[src/rtl/larpix_rx_decoder_pkg.sv]
// Shared LArPix packet constants, field layout and helpers for the RX decoder.
package larpix_rx_decoder_pkg;

  localparam int unsigned CNT_W = 16;

  // Packet declare codes carried in bits [1:0]
  localparam logic [1:0] DATA      = 2'b01;
  localparam logic [1:0] CFG_WRITE = 2'b10;
  localparam logic [1:0] CFG_READ  = 2'b11;

  // Field positions inside the received word
  localparam int unsigned DECLARE_LSB     = 0;
  localparam int unsigned DECLARE_W       = 2;
  localparam int unsigned CHIP_ID_LSB     = 2;
  localparam int unsigned CHIP_ID_W       = 8;
  localparam int unsigned CHANNEL_ID_LSB  = 10;
  localparam int unsigned CHANNEL_ID_W    = 6;
  localparam int unsigned TIMESTAMP_LSB   = 16;
  localparam int unsigned TIMESTAMP_W     = 28;
  localparam int unsigned DATA_WORD_LSB   = 46;
  localparam int unsigned DATA_WORD_W     = 10;
  localparam int unsigned TRIGGER_LSB     = 56;
  localparam int unsigned TRIGGER_W       = 2;
  localparam int unsigned REGMAP_ADDR_LSB = 10;
  localparam int unsigned REGMAP_ADDR_W   = 8;
  localparam int unsigned REGMAP_DATA_LSB = 18;
  localparam int unsigned REGMAP_DATA_W   = 8;

  typedef enum logic [1:0] {
    ST_IDLE    = 2'd0,
    ST_UNLOAD  = 2'd1,
    ST_CAPTURE = 2'd2,
    ST_DRAIN   = 2'd3
  } rx_state_t;

  // Increment that sticks at all-ones instead of wrapping
  function automatic logic [CNT_W-1:0] sat_inc(input logic [CNT_W-1:0] v);
    return (v == {CNT_W{1'b1}}) ? v : v + CNT_W'(1);
  endfunction

  // True for declare codes that represent a real packet
  function automatic logic is_pkt_declare(input logic [DECLARE_W-1:0] d);
    return (d == DATA) || (d == CFG_WRITE) || (d == CFG_READ);
  endfunction

endpackage

[src/rtl/larpix_rx_decoder_if.sv]
// Packet stream from the decoder FIFO head, with its combinationally decoded fields.
interface larpix_rx_decoder_if #(
  parameter int unsigned WIDTH = 64
);
  import larpix_rx_decoder_pkg::*;

  logic                       pkt_valid;
  logic                       pkt_ready;
  logic [WIDTH-2:0]           pkt_word;
  logic                       pkt_parity_err;
  logic [DECLARE_W-1:0]       pkt_type;
  logic [CHIP_ID_W-1:0]       pkt_chip_id;
  logic [CHANNEL_ID_W-1:0]    pkt_channel_id;
  logic [TIMESTAMP_W-1:0]     pkt_timestamp;
  logic [DATA_WORD_W-1:0]     pkt_data_word;
  logic [TRIGGER_W-1:0]       pkt_trigger_type;
  logic [REGMAP_ADDR_W-1:0]   pkt_regmap_addr;
  logic [REGMAP_DATA_W-1:0]   pkt_regmap_data;

  modport master (
    output pkt_valid, pkt_word, pkt_parity_err, pkt_type, pkt_chip_id,
           pkt_channel_id, pkt_timestamp, pkt_data_word, pkt_trigger_type,
           pkt_regmap_addr, pkt_regmap_data,
    input  pkt_ready
  );

  modport slave (
    input  pkt_valid, pkt_word, pkt_parity_err, pkt_type, pkt_chip_id,
           pkt_channel_id, pkt_timestamp, pkt_data_word, pkt_trigger_type,
           pkt_regmap_addr, pkt_regmap_data,
    output pkt_ready
  );

endinterface

[src/rtl/larpix_rx_decoder_fifo.sv]
// First-word-fall-through packet FIFO; a push into a full FIFO is only taken with a same-cycle pop.
module rx_pkt_fifo #(
  parameter int unsigned WIDTH = 64,
  parameter int unsigned DEPTH = 8
) (
  input  logic             clk,
  input  logic             reset,
  input  logic             push,
  input  logic [WIDTH-1:0] push_data,
  input  logic             pop,
  output logic             full,
  output logic             empty,
  output logic [WIDTH-1:0] head
);

  localparam int unsigned AW = $clog2(DEPTH);

  logic [AW:0]      wr_ptr;
  logic [AW:0]      rd_ptr;
  logic [WIDTH-1:0] mem [DEPTH];
  logic             pop_en;
  logic             push_en;

  // Extra pointer bit distinguishes full from empty
  assign empty   = (wr_ptr == rd_ptr);
  assign full    = (wr_ptr[AW] != rd_ptr[AW]) && (wr_ptr[AW-1:0] == rd_ptr[AW-1:0]);
  assign pop_en  = pop && !empty;
  assign push_en = push && (!full || pop_en);

  // Head reads as zero when empty so downstream fields are quiet
  assign head = empty ? '0 : mem[rd_ptr[AW-1:0]];

  // Pointer update
  always_ff @(posedge clk or posedge reset) begin
    if (reset) begin
      wr_ptr <= '0;
      rd_ptr <= '0;
    end else begin
      if (push_en) wr_ptr <= wr_ptr + (AW+1)'(1);
      if (pop_en)  rd_ptr <= rd_ptr + (AW+1)'(1);
    end
  end

  // Storage write
  always_ff @(posedge clk) begin
    if (push_en) mem[wr_ptr[AW-1:0]] <= push_data;
  end

endmodule

[src/rtl/larpix_rx_decoder.sv]
// Unloads words from uart_rx_fpga, filters/counts them and queues valid packets.
module larpix_rx_decoder
  import larpix_rx_decoder_pkg::*;
#(
  parameter int unsigned WIDTH      = 64,
  parameter int unsigned FIFO_DEPTH = 8
) (
  input  logic                 clk,
  input  logic                 reset,
  input  logic [WIDTH-2:0]     rx_data,
  input  logic                 rx_empty,
  input  logic                 parity_error,
  output logic                 uld_rx_data,
  larpix_rx_decoder_if.master  pkt,
  output logic [CNT_W-1:0]     data_cnt,
  output logic [CNT_W-1:0]     cfg_cnt,
  output logic [CNT_W-1:0]     bad_cnt,
  output logic                 overflow,
  input  logic                 clear_stats
);

  rx_state_t            state;
  logic [WIDTH-2:0]     cap_word;
  logic                 cap_parity;
  logic                 cap_valid;
  logic [DECLARE_W-1:0] cap_declare;

  logic                 fifo_push;
  logic                 fifo_pop;
  logic                 fifo_full;
  logic                 fifo_empty;
  logic [WIDTH-1:0]     fifo_head;

  logic                 inc_data;
  logic                 inc_cfg;
  logic                 inc_bad;
  logic                 ovf_set;

  // Unload handshake FSM; strobe covers UNLOAD and CAPTURE, word latched leaving CAPTURE
  always_ff @(posedge clk or posedge reset) begin
    if (reset) begin
      state       <= ST_IDLE;
      uld_rx_data <= 1'b0;
      cap_word    <= '0;
      cap_parity  <= 1'b0;
      cap_valid   <= 1'b0;
    end else begin
      cap_valid <= 1'b0;
      case (state)
        ST_IDLE: begin
          if (!rx_empty) begin
            state       <= ST_UNLOAD;
            uld_rx_data <= 1'b1;
          end
        end
        ST_UNLOAD: begin
          state       <= ST_CAPTURE;
          uld_rx_data <= 1'b1;
        end
        ST_CAPTURE: begin
          state       <= ST_DRAIN;
          uld_rx_data <= 1'b0;
          cap_word    <= rx_data;
          cap_parity  <= parity_error;
          cap_valid   <= 1'b1;
        end
        ST_DRAIN: begin
          if (rx_empty) state <= ST_IDLE;
        end
        default: begin
          state       <= ST_IDLE;
          uld_rx_data <= 1'b0;
        end
      endcase
    end
  end

  assign cap_declare = cap_word[DECLARE_LSB +: DECLARE_W];

  // Classification of the word captured on the previous edge
  assign fifo_push = cap_valid && is_pkt_declare(cap_declare);
  assign fifo_pop  = pkt.pkt_valid && pkt.pkt_ready;
  assign inc_data  = cap_valid && (cap_declare == DATA);
  assign inc_cfg   = cap_valid && ((cap_declare == CFG_WRITE) || (cap_declare == CFG_READ));
  assign inc_bad   = cap_valid && (!is_pkt_declare(cap_declare) || cap_parity);
  assign ovf_set   = fifo_push && fifo_full && !fifo_pop;

  rx_pkt_fifo #(
    .WIDTH (WIDTH),
    .DEPTH (FIFO_DEPTH)
  ) u_fifo (
    .clk       (clk),
    .reset     (reset),
    .push      (fifo_push),
    .push_data ({cap_parity, cap_word}),
    .pop       (fifo_pop),
    .full      (fifo_full),
    .empty     (fifo_empty),
    .head      (fifo_head)
  );

  // Saturating statistics; clear wins over a same-cycle increment
  always_ff @(posedge clk or posedge reset) begin
    if (reset) begin
      data_cnt <= '0;
      cfg_cnt  <= '0;
      bad_cnt  <= '0;
      overflow <= 1'b0;
    end else if (clear_stats) begin
      data_cnt <= '0;
      cfg_cnt  <= '0;
      bad_cnt  <= '0;
      overflow <= 1'b0;
    end else begin
      if (inc_data) data_cnt <= sat_inc(data_cnt);
      if (inc_cfg)  cfg_cnt  <= sat_inc(cfg_cnt);
      if (inc_bad)  bad_cnt  <= sat_inc(bad_cnt);
      if (ovf_set)  overflow <= 1'b1;
    end
  end

  // FIFO head presentation and field decode
  assign pkt.pkt_valid        = !fifo_empty;
  assign pkt.pkt_word         = fifo_head[WIDTH-2:0];
  assign pkt.pkt_parity_err   = fifo_head[WIDTH-1];
  assign pkt.pkt_type         = pkt.pkt_word[DECLARE_LSB     +: DECLARE_W];
  assign pkt.pkt_chip_id      = pkt.pkt_word[CHIP_ID_LSB     +: CHIP_ID_W];
  assign pkt.pkt_channel_id   = pkt.pkt_word[CHANNEL_ID_LSB  +: CHANNEL_ID_W];
  assign pkt.pkt_timestamp    = pkt.pkt_word[TIMESTAMP_LSB   +: TIMESTAMP_W];
  assign pkt.pkt_data_word    = pkt.pkt_word[DATA_WORD_LSB   +: DATA_WORD_W];
  assign pkt.pkt_trigger_type = pkt.pkt_word[TRIGGER_LSB     +: TRIGGER_W];
  assign pkt.pkt_regmap_addr  = pkt.pkt_word[REGMAP_ADDR_LSB +: REGMAP_ADDR_W];
  assign pkt.pkt_regmap_data  = pkt.pkt_word[REGMAP_DATA_LSB +: REGMAP_DATA_W];

endmodule

[src/flat_wrapper.sv]
// flat-port wrapper written by rule: the top's interface ports become plain ports
module larpix_rx_decoder_flat import larpix_rx_decoder_pkg::*;
#(
  parameter int unsigned WIDTH      = 64,
  parameter int unsigned FIFO_DEPTH = 8
)
  (clk, reset, rx_data, rx_empty, parity_error, uld_rx_data, data_cnt, cfg_cnt, bad_cnt, overflow, clear_stats, pkt_pkt_valid, pkt_pkt_word, pkt_pkt_parity_err, pkt_pkt_type, pkt_pkt_chip_id, pkt_pkt_channel_id, pkt_pkt_timestamp, pkt_pkt_data_word, pkt_pkt_trigger_type, pkt_pkt_regmap_addr, pkt_pkt_regmap_data, pkt_pkt_ready);
  larpix_rx_decoder_if #(.WIDTH(WIDTH)) pkt_i ();
  input  logic clk;
  input  logic reset;
  input  logic [WIDTH-2:0] rx_data;
  input  logic rx_empty;
  input  logic parity_error;
  output logic uld_rx_data;
  output logic [CNT_W-1:0] data_cnt;
  output logic [CNT_W-1:0] cfg_cnt;
  output logic [CNT_W-1:0] bad_cnt;
  output logic overflow;
  input  logic clear_stats;
  output wire logic [$bits(pkt_i.pkt_valid)-1:0] pkt_pkt_valid;
  output wire logic [$bits(pkt_i.pkt_word)-1:0] pkt_pkt_word;
  output wire logic [$bits(pkt_i.pkt_parity_err)-1:0] pkt_pkt_parity_err;
  output wire logic [$bits(pkt_i.pkt_type)-1:0] pkt_pkt_type;
  output wire logic [$bits(pkt_i.pkt_chip_id)-1:0] pkt_pkt_chip_id;
  output wire logic [$bits(pkt_i.pkt_channel_id)-1:0] pkt_pkt_channel_id;
  output wire logic [$bits(pkt_i.pkt_timestamp)-1:0] pkt_pkt_timestamp;
  output wire logic [$bits(pkt_i.pkt_data_word)-1:0] pkt_pkt_data_word;
  output wire logic [$bits(pkt_i.pkt_trigger_type)-1:0] pkt_pkt_trigger_type;
  output wire logic [$bits(pkt_i.pkt_regmap_addr)-1:0] pkt_pkt_regmap_addr;
  output wire logic [$bits(pkt_i.pkt_regmap_data)-1:0] pkt_pkt_regmap_data;
  input wire logic [$bits(pkt_i.pkt_ready)-1:0] pkt_pkt_ready;
  assign pkt_pkt_valid = pkt_i.pkt_valid;
  assign pkt_pkt_word = pkt_i.pkt_word;
  assign pkt_pkt_parity_err = pkt_i.pkt_parity_err;
  assign pkt_pkt_type = pkt_i.pkt_type;
  assign pkt_pkt_chip_id = pkt_i.pkt_chip_id;
  assign pkt_pkt_channel_id = pkt_i.pkt_channel_id;
  assign pkt_pkt_timestamp = pkt_i.pkt_timestamp;
  assign pkt_pkt_data_word = pkt_i.pkt_data_word;
  assign pkt_pkt_trigger_type = pkt_i.pkt_trigger_type;
  assign pkt_pkt_regmap_addr = pkt_i.pkt_regmap_addr;
  assign pkt_pkt_regmap_data = pkt_i.pkt_regmap_data;
  assign pkt_i.pkt_ready = pkt_pkt_ready;
  larpix_rx_decoder #(.WIDTH(WIDTH), .FIFO_DEPTH(FIFO_DEPTH)) u_core (.clk(clk), .reset(reset), .rx_data(rx_data), .rx_empty(rx_empty), .parity_error(parity_error), .uld_rx_data(uld_rx_data), .pkt(pkt_i), .data_cnt(data_cnt), .cfg_cnt(cfg_cnt), .bad_cnt(bad_cnt), .overflow(overflow), .clear_stats(clear_stats));
endmodule
[config.mk]
export PLATFORM = sky130hd
export DESIGN_NAME = larpix_rx_decoder_flat
export DESIGN_NICKNAME = d
export VERILOG_FILES = /design/src/rtl/larpix_rx_decoder_pkg.sv /design/src/rtl/larpix_rx_decoder_if.sv /design/src/rtl/larpix_rx_decoder_fifo.sv /design/src/rtl/larpix_rx_decoder.sv /design/src/flat_wrapper.sv
export SDC_FILE = /design/constraint.sdc
export NUM_CORES = 1
export LEC_CHECK = 0
export CAP_MARGIN = 20
export CORE_ASPECT_RATIO = 0.7
export CORE_MARGIN = 3
export CORE_UTILIZATION = 35
export CTS_CLUSTER_SIZE = 8
export DETAILED_ROUTE_END_ITERATION = 6
export GPL_ROUTABILITY_DRIVEN = 0
export PLACE_DENSITY = 0.54
export SLEW_MARGIN = 30
export SYNTH_ARGS = -nofsm -noshare
export SYNTH_HDL_FRONTEND = slang
export SYNTH_SLANG_ARGS = --single-unit
[constraint.sdc]
create_clock -name clk -period 14.9 [get_ports clk]
set_clock_uncertainty 0.05 [all_clocks]
set_input_delay 1.49 -clock clk [delete_from_list [all_inputs] [get_ports clk]]
set_output_delay 1.49 -clock clk [all_outputs]
set_load 0.02 [all_outputs]
==> summary.txt, run 1 <==
setup TNS -> 0 ns
Initial Util -> 35.6%
fin. max-slew vios -> 0
cell leakage power -> 0.0107 uW
CTS sink cnt -> 637
Routed WL -> 58,100 um
reg2reg path depth -> 7
GR Overflow Total -> 0
Die Y -> 232 um
DR iter-0 viols -> 859
most instantiated cells after synthesis -> edfxtp_1, mux4_2, dfrtp_1, nor2_1, buf_4
Pint -> 4860 uW
TritonRoute pass-1 iters -> 5
sequential share of power -> 37.6%
Seq cells post-synth -> 637
total power -> 7350 uW
top cell type's share of synthesized area -> 60.0%
initial antenna violation count -> 1
Worst-path clk slew -> 0.05 ns
DIE WIDTH -> 329 um
fin area -> 31,600 um2
layout cells sized above 1 -> 20.8%
core area -> 72,000 um2
Skew-Pair Late Insertion Delay -> 0.64 ns
DRT antenna net count -> 0
worst reg2reg path startpoint -> u_core.u_fifo.rd_ptr[2]$_DFFE_PP0P_
Layout area overhead -> 23.3%
synth warn -> 0
largest net degree at the start of global routing -> 102
number of CTS-inserted buffers -> 90
relative slew slack -> 43.1%
die area -> 76,600 um2
# IOs -> 256
Worst Hold Class -> reg2reg
DP Area -> 28,800 um2
WL per Instance -> 21.9 um
via/cell ratio -> 4.95
Total Nets Final -> 1,683
# setup viols final -> 0
PortBufs -> 255
Setup crit end kind -> primary output
detailed placement HPWL -> 31,300 um
# rows -> 82
Hold Path Sink -> u_core.overflow$_DFFE_PP0P_
library cells used by synthesis -> 54
Critical Path Start Type -> flip-flop
unrepaired setup endpoints after global routing -> no
Worst Tran Pin Value -> 0.854 ns
top post-synthesis cells by area -> edfxtp_1, dfrtp_1, mux4_2, mux2_2, mux2i_1
worst hold stages -> 2
Switch Pwr -> 2480 uW
DR DRC count -> 0
Comb pwr share -> 36.3%
root buffer cell -> clkbuf_16
htree depth -> 3
vias in the first global route -> 13,891
asr flop ratio synth -> 19.6%
post-synthesis cell count -> 1,372
simple-gate portion of the synthesized area -> 4.40%
Synth area leader -> edfxtp_1
DR vias -> 13,111
Synth Area in Compound Gates -> 1.36%
Max-cap violations -> 0
first-pass GRT wire length -> 87,800 um
mean post-synth cell area -> 18.7 um2
Net Count, Synth -> 1,449
CTS tree -> done
EDFF count, synth -> 512
Final Util -> 43.9%
Final Hold Viols -> 0
CP required -> 13.36 ns
worst vdd ir -> 148 uV
kind of critical path -> reg2out
Crit Path Max Fanout -> 58
XOR/XNOR share of the synthesized area -> 1.50%
Clock power frac -> 26.1%
hold wc startpoint -> u_core.overflow$_DFFE_PP0P_
r2r setup slk -> 10.95 ns
Arrival @ worst endpoint -> 3.88 ns
min Tclk post-route -> 5.42 ns
Post-CTS Hold Fix Bufs -> 0
highest clock rate -> 0.184 GHz
main combinational cell family by area after synthesis -> multiplexers
status -> finished clean
Synth Flop Type -> edfxtp_1
most common cell in the netlist -> edfxtp_1
Netlist Area Pre-Place -> 25,600 um2
Post-CTS Setup Repair Bufs -> 0
Final Cycle Share -> 36.4%
mux cell area share after synthesis -> 16.8%
PwrDens -> 232 nW/um2
clk buf depth -> 3
Switching Fraction -> 33.8%
register area share after synthesis -> 72.2%
area share of fa/ha/maj cells after synthesis -> 0.390%
r2r endpoint -> u_core.u_fifo.mem[0][6]$_DFFE_PP_
post-cts gate resize count -> 0
global-route usage over all layers -> 15.4%
[critical path, cell delays in order (launching register included)]
cell	delay (ns)
dfrtp_4	0.87
buf_12	0.49
buf_16	0.36
mux4_2	0.55
mux2i_1	0.27
nor2_1	0.08
clkdlybuf4s50_1	0.55
[cell families (layout without fill, tap and decap cells)]
kind of cell	count (synthesis)	after routing
flip-flops	637	637
multiplexers	262	262
AND/OR/NAND/NOR	232	232
buffers and inverters	144	452
AO/OA/AOI/OAI	45	45
XOR/XNOR	44	44
adder cells (fa/ha/maj)	8	8
other	0	1
[worst max-delay path by stage]
stage                                        start                                 to  cells past startpoint
5_1_grt        u_core.u_fifo.rd_ptr[0]$_DFFE_PP0P_              pkt_pkt_timestamp[20]                      6
2_1_floorplan                        pkt_pkt_ready  u_core.u_fifo.mem[0][0]$_DFFE_PP_                      3
3_3_place_gp   u_core.u_fifo.rd_ptr[0]$_DFFE_PP0P_              pkt_pkt_timestamp[13]                      5
6_report       u_core.u_fifo.rd_ptr[0]$_DFFE_PP0P_                   pkt_pkt_word[44]                      6
3_5_place_dp   u_core.u_fifo.rd_ptr[2]$_DFFE_PP0P_                      pkt_pkt_valid                      6
4_1_cts        u_core.u_fifo.rd_ptr[2]$_DFFE_PP0P_                      pkt_pkt_valid                      6
[per-layer routing]
metal | vias up | track usage, % | share of wire, %
li1 | 5792 | - | -
met1 | 6931 | 22.0 | 47
met2 | 285 | 23.7 | 46
met3 | 101 | 3.47 | 4.5
met4 | 2 | 4.17 | 2.1
met5 | - | 0 | 0.022
[area by class of cell]
cell class | instances | area (um2)
Fill cell | 6291 | 40400
Sequential cell | 637 | 18500
Multi-Input combinational cell | 591 | 6350
Timing Repair Buffer | 278 | 2790
Clock buffer | 158 | 2540
Tap cell | 966 | 1210
Clock inverter | 8 | 164
Inverter | 8 | 35.0
Antenna cell | 1 | 2.50
[registers in the layout (all words and copies together) (netlist names), 2 cells and up]
register              count
u_core.u_fifo.rd_ptr      4
u_core.cfg_cnt           16
u_core.bad_cnt           16
u_core.state              2
u_core.u_fifo.wr_ptr      4
u_core.u_fifo.mem       512
u_core.cap_word          63
u_core.data_cnt          16
[cell usage in the layout (no fill, tap or decap), types with 11 or more instances in the layout]
master / instances
mux4_2: 128
nor3_1: 12
xnor2_1: 27
nor2_1: 118
clkbuf_1: 66
edfxtp_1: 512
nand3_1: 20
o21ai_0: 11
clkdlybuf4s50_1: 255
mux2_2: 67
mux2i_1: 67
clkbuf_16: 91
xor2_1: 17
dfrtp_1: 122
buf_4: 16
nand2_1: 24
[through the flow]
step | setup slack (ns) | cells | hold WS [ns]
6_report | 9.48 | 2647 | 0.451
5_1_grt | 9.16 | 2646 | 0.465
4_1_cts | 9.24 | 2644 | 0.444
3_5_place_dp | 9.94 | 2478 | 0.434
3_3_place_gp | 9.94 | 2478 | 0.423
2_1_floorplan | 7.98 | 1372 | 0.412
[power groups by stage]
stage | registers, uW | logic, uW | clock network (uW)
3_3_place_gp | 2770 | 2690 | 0
4_1_cts | 2770 | 2720 | 1970
6_report | 2760 | 2670 | 1920
3_5_place_dp | 2800 | 2710 | 0
2_1_floorplan | 2620 | 1900 | 0
5_1_grt | 2820 | 2860 | 2060
Power figures use the tool's default switching activity.
==> run 2, diff against run 1 <==
- clock period: 14.9 -> 5.1 ns (I/O delays scaled with it)
==> summary.txt, run 2 (synthesized netlist as in run 1, its figures left out) <==
status -> finished clean (unchanged)
min Tclk post-route -> 4.26 ns
cell leakage power -> 0.0107 uW (about the same)
Clock power frac -> 25.9% (was 26.1%)
most common cell after layout, fill and taps aside -> edfxtp_1 (unchanged)
storage element area -> 18,500 um2 (unchanged)
fin. max-slew vios -> 0 (unchanged)
layout cells sized above 1 -> 21.0% (was 20.8%)
r2r setup slk -> 1.82 ns (was 10.95 ns)
Comb pwr share -> 36.7% (was 36.3%)
CTS tree -> done (unchanged)
Worst-path clk slew -> 0.05 ns (about the same)
sequential share of power -> 37.4% (was 37.6%)
Pint -> 14,200 uW (was 4860 uW)
highest clock rate -> 0.235 GHz
CTS sink cnt -> 637 (unchanged)
relative slew slack -> 38.2% (was 43.1%)
DR DRC count -> 0 (unchanged)
first-pass GRT wire length -> 87,200 um (was 87,800 um)
Die Y -> 232 um (unchanged)
# rows -> 82 (unchanged)
multi-input combinational cell area -> 6360 um2 (was 6350 um2)
number of CTS-inserted buffers -> 89 (was 90)
initial antenna violation count -> 7 (was 1)
GR Layer Usage met1 -> 21.5% (was 22.0%)
TritonRoute pass-1 iters -> 5 (unchanged)
Max-cap violations -> 0 (unchanged)
root buffer cell -> clkbuf_16 (unchanged)
most frequent cells in the layout -> edfxtp_1, clkdlybuf4s50_1, mux4_2, dfrtp_1, nor2_1 (unchanged)
vias in the first global route -> 13,835 (was 13,891)
via/cell ratio -> 4.92 (was 4.95)
Setup crit end kind -> primary output (unchanged)
WHS -> 0.380 ns (was 0.451 ns)
Arrival @ worst endpoint -> 3.70 ns (was 3.88 ns)
reg2reg path depth -> 6 (was 7)
Critical Path Start Type -> flip-flop (unchanged)
PwrDens -> 675 nW/um2 (was 232 nW/um2)
Crit Path Max Fanout -> 35 (was 58)
Final Util -> 43.9% (about the same)
detailed placement HPWL -> 33,200 um (was 31,300 um)
DRT antenna net count -> 0 (unchanged)
Skew-Pair Late Insertion Delay -> 0.63 ns (was 0.64 ns)
Switch Pwr -> 7210 uW (was 2480 uW)
worst reg2reg path startpoint -> u_core.u_fifo.rd_ptr[1]$_DFFE_PP0P_ (was u_core.u_fifo.rd_ptr[2]$_DFFE_PP0P_)
Final Hold Viols -> 0 (unchanged)
DIE WIDTH -> 329 um (unchanged)
met3 Use GR -> 3.95% (was 3.47%)
CP required -> 4.54 ns (was 13.36 ns)
max reg flops -> 512 (unchanged)
Routed WL -> 57,800 um (was 58,100 um)
core area -> 72,000 um2 (unchanged)
# setup viols final -> 0 (unchanged)
r2r endpoint -> u_core.u_fifo.mem[6][5]$_DFFE_PP_ (was u_core.u_fifo.mem[0][6]$_DFFE_PP_)
global-route usage over all layers -> 15.2% (was 15.4%)
Layout area overhead -> 23.5% (was 23.3%)
Total Nets Final -> 1,690 (was 1,683)
largest net degree at the start of global routing -> 78 (was 102)
family with the most delay on the worst path -> buffers and inverters (unchanged)
Layout fillers -> 6,277 (was 6,291)
Worst Hold Class -> in2async (was reg2reg)
WL per Instance -> 21.8 um (was 21.9 um)
clk buf depth -> 3 (unchanged)
kind of critical path -> reg2out (unchanged)
Post-CTS Setup Repair Bufs -> 0 (unchanged)
Max stage delay on crit path -> 0.71 ns (was 0.87 ns)
GR Overflow Total -> 0 (unchanged)
Post-CTS Hold Fix Bufs -> 0 (unchanged)
Switching Fraction -> 33.8% (about the same)
GR peak layer -> met2 (unchanged)
DR vias -> 13,057 (was 13,111)
DR iter-0 viols -> 754 (was 859)
PortBufs -> 255 (unchanged)
die area -> 76,600 um2 (unchanged)
unrepaired setup endpoints after global routing -> no (unchanged)
htree depth -> 3 (unchanged)
Final Cycle Share -> 83.5%
critical path cell sequence -> buf_4, mux4_2, mux2i_1, nor2_1, clkdlybuf4s50_1 (was buf_12, buf_16, mux4_2, mux2i_1, nor2_1, clkdlybuf4s50_1)
Initial Util -> 35.6% (unchanged)
worst vdd ir -> 506 uV (was 148 uV)
post-cts gate resize count -> 0 (unchanged)
met2 Resource Use GR -> 23.5% (was 23.7%)
# IOs -> 256 (unchanged)
Worst Tran Pin Value -> 0.925 ns (was 0.854 ns)
buffers plus inverters on the worst setup path -> 2 (was 3)
slowest CP cell -> dfrtp_4 (unchanged)
setup TNS -> 0 ns (unchanged)
## run 2: cell types whose count changed in the layout (fill, tap and decap cells not counted), moves of 2 or more
| cell | delta |
|---|---|
| clkbuf_16 | -2 |
| nor3_2 | -2 |
| buf_12 | +4 |
| buf_4 | +6 |
| nor3_4 | +2 |
## run 2: power groups by stage
stage               clock network, uW  registers [uW]  logic (uW)
floorplan                           0            7650        5560
global placement                    0            8030        7950
detailed placement                  0            8120        8020
CTS                              5700            8020        8040
global route                     5920            8160        8390
finish                           5520            8000        7840
## run 2: routing by layer
layer | wire length [um] | vias up
met4 | 1010 | 10
met2 | 26600 | 318
met5 | 68 | -
li1 | - | 5809
met1 | 26800 | 6824
met3 | 3390 | 96
## run 2: worst max-delay path by stage
stage                                              from                                 to  cells past startpoint
floorplan           u_core.u_fifo.wr_ptr[2]$_DFFE_PP0P_  u_core.u_fifo.mem[4][0]$_DFFE_PP_                      6
global placement    u_core.u_fifo.rd_ptr[1]$_DFFE_PP0P_                   pkt_pkt_word[20]                      6
detailed placement  u_core.u_fifo.rd_ptr[1]$_DFFE_PP0P_                   pkt_pkt_word[52]                      5
CTS                 u_core.u_fifo.rd_ptr[1]$_DFFE_PP0P_                   pkt_pkt_word[52]                      5
global route        u_core.u_fifo.rd_ptr[0]$_DFFE_PP0P_                    pkt_pkt_type[0]                      5
finish              u_core.u_fifo.rd_ptr[0]$_DFFE_PP0P_                    pkt_pkt_type[0]                      5
## run 2: layout make-up
cell class                      count  share of cell area [%]
Clock inverter                      7                   0.502
Sequential cell                   637                    58.5
Timing Repair Buffer              286                    9.10
Multi-Input combinational cell    591                    20.1
Inverter                            8                   0.111
Clock buffer                      157                    7.87
Antenna cell                        2                  0.0158
Tap cell                          966                    3.82
## run 2: stage by stage
step | setup WS, ns | total power, uW | instances | area, um2
6_report | 0.842 | 21400 | 2654 | 31700
5_1_grt | 0.598 | 22500 | 2652 | 31600
4_1_cts | 0.669 | 21800 | 2652 | 31600
3_5_place_dp | 1.36 | 16100 | 2488 | 29000
3_3_place_gp | 1.31 | 16000 | 2487 | 29000
2_1_floorplan | 0.601 | 13200 | 1372 | 25600
